### config.mk
export PLATFORM = sky130hd
export DESIGN_NAME = wide_word_packer
export DESIGN_NICKNAME = d
export VERILOG_FILES = /design/src/rtl/efpga_if_pkg.sv /design/src/rtl/wide_word_packer.sv
export SDC_FILE = /design/constraint.sdc
export NUM_CORES = 1
export LEC_CHECK = 0
export CAP_MARGIN = 20
export CELL_PAD_IN_SITES_DETAIL_PLACEMENT = 1
export CELL_PAD_IN_SITES_GLOBAL_PLACEMENT = 2
export CORE_MARGIN = 2
export CORE_UTILIZATION = 36
export CTS_CLUSTER_DIAMETER = 50
export DETAILED_ROUTE_END_ITERATION = 16
export DONT_BUFFER_PORTS = 1
export PLACE_DENSITY = 0.87
export SLEW_MARGIN = 40
export SYNTH_ARGS = -nofsm -noshare
export SYNTH_HDL_FRONTEND = slang
export SYNTH_SLANG_ARGS = --single-unit
export TNS_END_PERCENT = 50
### constraint.sdc
create_clock -name clk -period 2.1 [get_ports clk]
set_clock_uncertainty 0.2 [all_clocks]
set_input_delay 0.42 -clock clk [delete_from_list [all_inputs] [get_ports clk]]
set_output_delay 0.42 -clock clk [all_outputs]
set_load 0.02 [all_outputs]
### src/rtl/efpga_if_pkg.sv
// Shared widths and payload types for the eFPGA interface path.
// Beat and word sizes are fixed here so feeder and holding register agree.
package efpga_if_pkg;

    localparam int unsigned IN_WIDTH   = 32;
    localparam int unsigned BEATS      = 4;
    localparam int unsigned WORD_WIDTH = IN_WIDTH * BEATS;
    localparam int unsigned CNT_W      = $clog2(BEATS);
    localparam int unsigned BEATS_W    = $clog2(BEATS + 1);
    localparam int unsigned ASM_WIDTH  = IN_WIDTH * (BEATS - 1);

    typedef logic [IN_WIDTH-1:0]   beat_t;
    typedef logic [WORD_WIDTH-1:0] word_t;
    typedef logic [ASM_WIDTH-1:0]  asm_t;

    // Contents of the output holding stage
    typedef struct packed {
        logic               last;
        logic [BEATS_W-1:0] beats;
        word_t              data;
    } out_word_t;

endpackage

### src/rtl/wide_word_packer.sv
// Packs 32-bit beats little-endian into 128-bit words; in_last closes a word
// early with zero padding. out_load drives the downstream register enable.
module wide_word_packer
    import efpga_if_pkg::*;
(
    input  logic                  clk,
    input  logic                  rst,
    input  logic                  in_valid,
    output logic                  in_ready,
    input  logic [IN_WIDTH-1:0]   in_data,
    input  logic                  in_last,
    output logic                  out_valid,
    input  logic                  out_ready,
    output logic [WORD_WIDTH-1:0] out_data,
    output logic [BEATS_W-1:0]    out_beats,
    output logic                  out_last,
    output logic                  out_load
);

    localparam logic [CNT_W-1:0] LAST_SLOT = CNT_W'(BEATS - 1);

    logic [CNT_W-1:0] cnt;
    asm_t             asm_data;
    asm_t             asm_next;
    out_word_t        out_q;
    word_t            packed_word;
    logic             accept;
    logic             closing;

    // Output slot frees up in the same cycle it is consumed, so no bubble
    assign in_ready = ~out_valid | out_ready;
    assign out_load = out_valid & out_ready;
    assign accept   = in_valid & in_ready;
    assign closing  = (cnt == LAST_SLOT) | in_last;

    // Word as it would look if the current beat closes it; slots above cnt stay zero
    always_comb begin
        packed_word = '0;
        for (int k = 0; k < BEATS - 1; k++) begin
            if (CNT_W'(k) < cnt) begin
                packed_word[k*IN_WIDTH +: IN_WIDTH] = asm_data[k*IN_WIDTH +: IN_WIDTH];
            end
        end
        for (int k = 0; k < BEATS; k++) begin
            if (CNT_W'(k) == cnt) begin
                packed_word[k*IN_WIDTH +: IN_WIDTH] = in_data;
            end
        end
    end

    // Assembly register with the current beat dropped into slot cnt
    always_comb begin
        asm_next = asm_data;
        for (int k = 0; k < BEATS - 1; k++) begin
            if (CNT_W'(k) == cnt) begin
                asm_next[k*IN_WIDTH +: IN_WIDTH] = in_data;
            end
        end
    end

    always_ff @(posedge clk) begin
        if (rst) begin
            cnt       <= '0;
            asm_data  <= '0;
            out_q     <= '0;
            out_valid <= 1'b0;
        end else begin
            if (out_load) begin
                out_valid <= 1'b0;
            end
            if (accept) begin
                if (closing) begin
                    out_q.data  <= packed_word;
                    out_q.beats <= BEATS_W'(cnt) + BEATS_W'(1);
                    out_q.last  <= in_last;
                    out_valid   <= 1'b1;
                    cnt         <= '0;
                    asm_data    <= '0;
                end else begin
                    asm_data <= asm_next;
                    cnt      <= cnt + CNT_W'(1);
                end
            end
        end
    end

    assign out_data  = out_q.data;
    assign out_beats = out_q.beats;
    assign out_last  = out_q.last;

endmodule
* Word level (Yosys, flattened, before mapping)
Cells that the tools add are included.
** Storage, ports and cells
- Latch bits :: 0
- Register bits :: 231
- Bits in writable memories :: 0
- Memories kept :: 0
- ROM bits :: 0
- Input bits :: 37
** Cells by class
- Magnitude comparators :: 3
- Multipliers :: 0
- Reductions and logical operators :: 8
- Shift-type cells :: 0
- Bitwise operators :: 5
- Div/mod/pow operators :: 0
- Muxes and demuxes :: 15
- Eq/ne operators :: 4
- Add/sub/neg operators :: 2
** Operators by type and width (count)
- 32-bit 2-to-1 mux :: 10
- 96-bit 2-to-1 mux :: 1
- 2-bit AND reduction :: 4
- 2-bit nonzero test :: 3
- 2-bit equality test (first input constant) :: 2
- 1-bit by 2-bit less-than comparator with 1-bit output (first input constant) :: 2
- 2-bit by 1-bit adder with 3-bit output (second input constant) :: 1
- 1-bit 2-to-1 mux :: 3
- 2-bit by 1-bit adder with 2-bit output (second input constant) :: 1
- 1-bit AND :: 2
- 1-bit by 2-bit equality test with 1-bit output (first input constant) :: 1
- 2-bit equality test (second input constant) :: 1
- 2-bit zero test :: 1
- 2-bit less-than comparator (first input constant) :: 1
- 2-bit 2-to-1 mux :: 1
- 1-bit bitwise OR :: 2
- 1-bit NOT :: 1

* Logic depth before layout (Yosys ltp)
- Depth in word-level cells :: 4
- Depth in mapped cells :: 8
- Mapped depth without buffers :: 5

* Least setup slack after synthesis
No wires, ideal clock.
- Path type :: flip-flop to flip-flop
- Start :: reg cnt[1]
- End :: reg asm_data[34]
- Cell stages (with the launch flop) :: 8
- Period minus slack after synthesis :: 2008 ps
- Path buffers :: 3
- Arrival time :: 1736 ps
- Data required time :: 1828 ps
- Slack :: 92 ps
- Path through :: dfxtp_1 clkbuf_1 inv_1 ha_1 buf_2 o211ai_2 buf_4 mux2i_1
** Between the ends
- Word-level cells in the longest chain between the ends :: 4
- Elaborated cells on any way between the ends :: 6
- Classes of those cells :: eq/ne: 2; mux: 1; bitwise: 1; reduce/logical: 2
** Ends and longest elaborated chain
- start: declaration :: line wide_word_packer.sv:22 : logic [CNT_W-1:0] cnt;
- start signal: assignment :: line wide_word_packer.sv:81 : cnt <= cnt + CNT_W'(1);
- 2-bit equality test :: line wide_word_packer.sv:34 : assign closing = (cnt == LAST_SLOT) | in_last;
- 1-bit bitwise OR :: line wide_word_packer.sv:34
- 2-bit nonzero test (no source line)
- 2-bit AND reduction (no source line)
- end signal: assignment :: line wide_word_packer.sv:80 : asm_data <= asm_next;
- end: declaration :: line wide_word_packer.sv:23 : asm_t asm_data;
Parallel ways exist; a longest one is shown, timed or not.
A chain may end at the register's enable or synchronous reset.

* Worst setup path after layout
- Start :: reg out_valid
- End :: out in_ready
** Between the ends
- Word-level cells in the longest chain between the ends :: 2
** Ends and longest elaborated chain
- start: declaration :: line wide_word_packer.sv:12 : output logic out_valid,
- start signal: assignment :: line wide_word_packer.sv:66 : out_valid <= 1'b0;
- start signal: assignment :: line wide_word_packer.sv:69 : out_valid <= 1'b0;
- start signal: assignment :: line wide_word_packer.sv:76 : out_valid <= 1'b1;
- 1-bit NOT :: line wide_word_packer.sv:31 : assign in_ready = ~out_valid | out_ready;
- 1-bit bitwise OR :: line wide_word_packer.sv:31
- end: declaration :: line wide_word_packer.sv:9 : output logic in_ready,
No other way between the ends.

==> summary.txt <==
Pwr
  – Leakage: 4.78 nW
  – Comb pwr share: 9.9%
  – PwrDens: 946 nW/um^2
  – Flop pwr share: 44.6%
  – Switch share: 26.3%
  – P_sw: 0.00289 W
  – Pint: 0.00809 W
  – Max VDD drop: 0.566 mV
  – Clock Power Share: 45.5%

Run status
  – Failing checks: negative hold slack
  – Status: finished, violations left

Routing
  – Vias per Instance: 5.88
  – Via count: 7966
  – TritonRoute pass-1 iters: 4
  – Final WL: 31400 um
  – DR iter-0 viols: 410
  – DR DRC count: 0
  – WL per Instance: 23.1 um
  – ANT nets after route: 0

Yosys
  – Netlist cell types: 33
  – FF+latch count, synth: 231
  – Ys async rst share: 0%
  – Synthesized cell area: 9850 um^2
  – Synth area leader: dfxtp_1
  – Post-Syn Instances: 991
  – Synth warn: 0
  – Mapped Avg Cell Area: 9.94 um^2
  – EDFF count, synth: 0
  – Post-synthesis sequential area ratio: 46.9%
  – Syn nets: 1033
  – Yosys top cell area share: 46.9%
  – Area contributors post-synth: dfxtp_1, mux2i_1, a211oi_1, a31oi_1, and3b_1
  – Post-synth top flop: dfxtp_1

CTS
  – CTS buffer count: 29
  – CTS Hold Bufs: 35
  – Clock latency on the worst-skew pair: 550 ps
  – Clock Path Buffers: 3
  – Clock H-tree levels: 1
  – Clock slew at reported path FFs: 60 ps
  – Clk root buf: clkbuf_16
  – CTS tree: built
  – Clock tree sinks: 231

Floorplanning
  – Die area: 28700 um^2
  – I/O Pins: 172
  – Die width: 169 um
  – Die Ht: 169 um
  – Initial Util: 36.7%
  – Core Area: 26900 um^2
  – # rows: 60

STA
  – Slew margin rel.: 67.1%
  – Unrepaired setup endpoints after global routing: yes
  – Worst Hold Slack: -250 ps
  – Final hold violation count: 99
  – Total Negative Setup Slacks: 0 ps
  – Period utilisation layout: 98.2%
  – Period minus WS final: 2060 ps
  – Slew Limit Fails: 0
  – Worst-margin pin slew: 494 ps
  – Final setup viols: 0
  – F_max: 485 MHz

Worst setup path
  – CP Launch Type: flip-flop
  – Worst-path fanout max: 13
  – Worst Path Arrival: 1440 ps
  – Crit end category: output port
  – Critical path type: flip-flop to output port
  – Crit path max-delay cell type: dfxtp_1
  – Cell chain of the critical path: nor2b_4 -> clkinv_4 -> buf_16
  – CP max stage delay: 330 ps
  – Worst Path Required: 1480 ps

Cells and area
  – Commonest non-fill, non-tap cell in the layout: dfxtp_1
  – Most frequent cells in the layout: dfxtp_1, mux2i_1, nand2_1, a31oi_1, a211oi_1
  – P&R area growth vs syn: 17.8%
  – Multi-input gate area: 4630 um^2
  – Layout cells sized above 1: 11.1%
  – Ant diodes: 0
  – Reg area: 4630 um^2
  – Final net count: 1035
  – Filler cells: 2930
  – Layout Utilization: 43.2%

GRT
  – First-pass GRT wire length: 48700 um
  – Largest net degree at the start of global routing: 107
  – Grt ovf: 0
  – Initial antenna violation count: 1
  – GRT Total Usage: 21.2%
  – Vias in the first global route: 8438

Place
  – Hpwl dp: 18700 um
  – Buffers on Ports: 0
  – RD Place Congestion: 0.761

Min path
  – HP Class: primary input to flip-flop

Job
  – Max Cap Viol: 0
## cells by family after synthesis
logic type	share of synthesized area, %
AOI/OAI and AO/OA	21.0
and+or+nand+nor	11.8
DFF	46.9
muxes	13.0
adders and majority gates	0.635
buffers and inverters	6.58
## stage by stage
step,total power (W),std cells,worst slack [ps],instance area (um^2)
after CTS,0.0111,1349,6.45,11500
after global placement,0.00593,1260,89.8,10200
final,0.0110,1355,36.8,11600
after detailed placement,0.00596,1260,18.9,10200
after global routing,0.0114,1355,-70.5,11600
after floorplan,0.00571,991,92.4,9850
## per-layer routing
| layer | up-vias | routed length [um] | global-route usage (%) |
|---|---|---|---|
| met2 | 197 | 15000 | 35.5 |
| met1 | 4009 | 13700 | 27.1 |
| met5 | - | 13 | 0 |
| li1 | 3708 | - | - |
| met3 | 50 | 1890 | 5.20 |
| met4 | 2 | 735 | 6.24 |
## state kept, by name (all words and copies together) (netlist names)
signal / count
out_data: 128
asm_data: 96
out_beats: 3
cnt: 2
out_last: 1
out_valid: 1
## area by class of cell
cell class | instances | share of cell area [%]
sequential | 231 | 39.9
multi-input combinational | 641 | 39.9
clock buffer | 38 | 6.89
timing repair buffer | 84 | 8.05
inverter | 6 | 0.259
tap | 341 | 3.68
clock inverter | 14 | 1.40
## power by group through the flow
stage | combinational, W | clock, W | sequential (W)
2_1_floorplan | 0.000777 | 0 | 0.00493
3_3_place_gp | 0.000940 | 0 | 0.00499
3_5_place_dp | 0.000967 | 0 | 0.00499
4_1_cts | 0.00108 | 0.00507 | 0.00490
5_1_grt | 0.00118 | 0.00528 | 0.00492
6_report | 0.00109 | 0.00500 | 0.00490
## cell usage after synthesis (all sizes together) (3+ instances only)
| master | n |
|---|---|
| a211oi | 96 |
| a21oi | 69 |
| a22o | 32 |
| a31oi | 97 |
| and3b | 64 |
| buf | 50 |
| clkbuf | 63 |
| dfxtp | 231 |
| ha | 5 |
| inv | 5 |
| mux2i | 128 |
| nand2 | 96 |
| nand3 | 35 |
| o211ai | 3 |
| o31ai | 4 |
## critical path: cells and delay by family, from the launching register on
family	cells	cell delay, ps
buf+inv	2	310
flops	1	330
simple gates	1	240
## worst paths after layout
path	startpoint	endpoint	slack, ps	cells past startpoint
max	out_valid	in_ready	40	3
min	rst	out_data[0]	-250	1
max reg2reg	cnt[0]	out_data[58]	60	5
min reg2reg	asm_data[90]	asm_data[90]	260	2
## repair_timing
action                                 4_1_cts  5_1_grt
cloned                                       1        1
setup endpoints to repair                    1       33
resized for setup                            3        3
buffers inserted                             1        5
pin swaps                                    0        0
endpoints found under the hold margin      230       99
(Power assumes the default switching activity.)
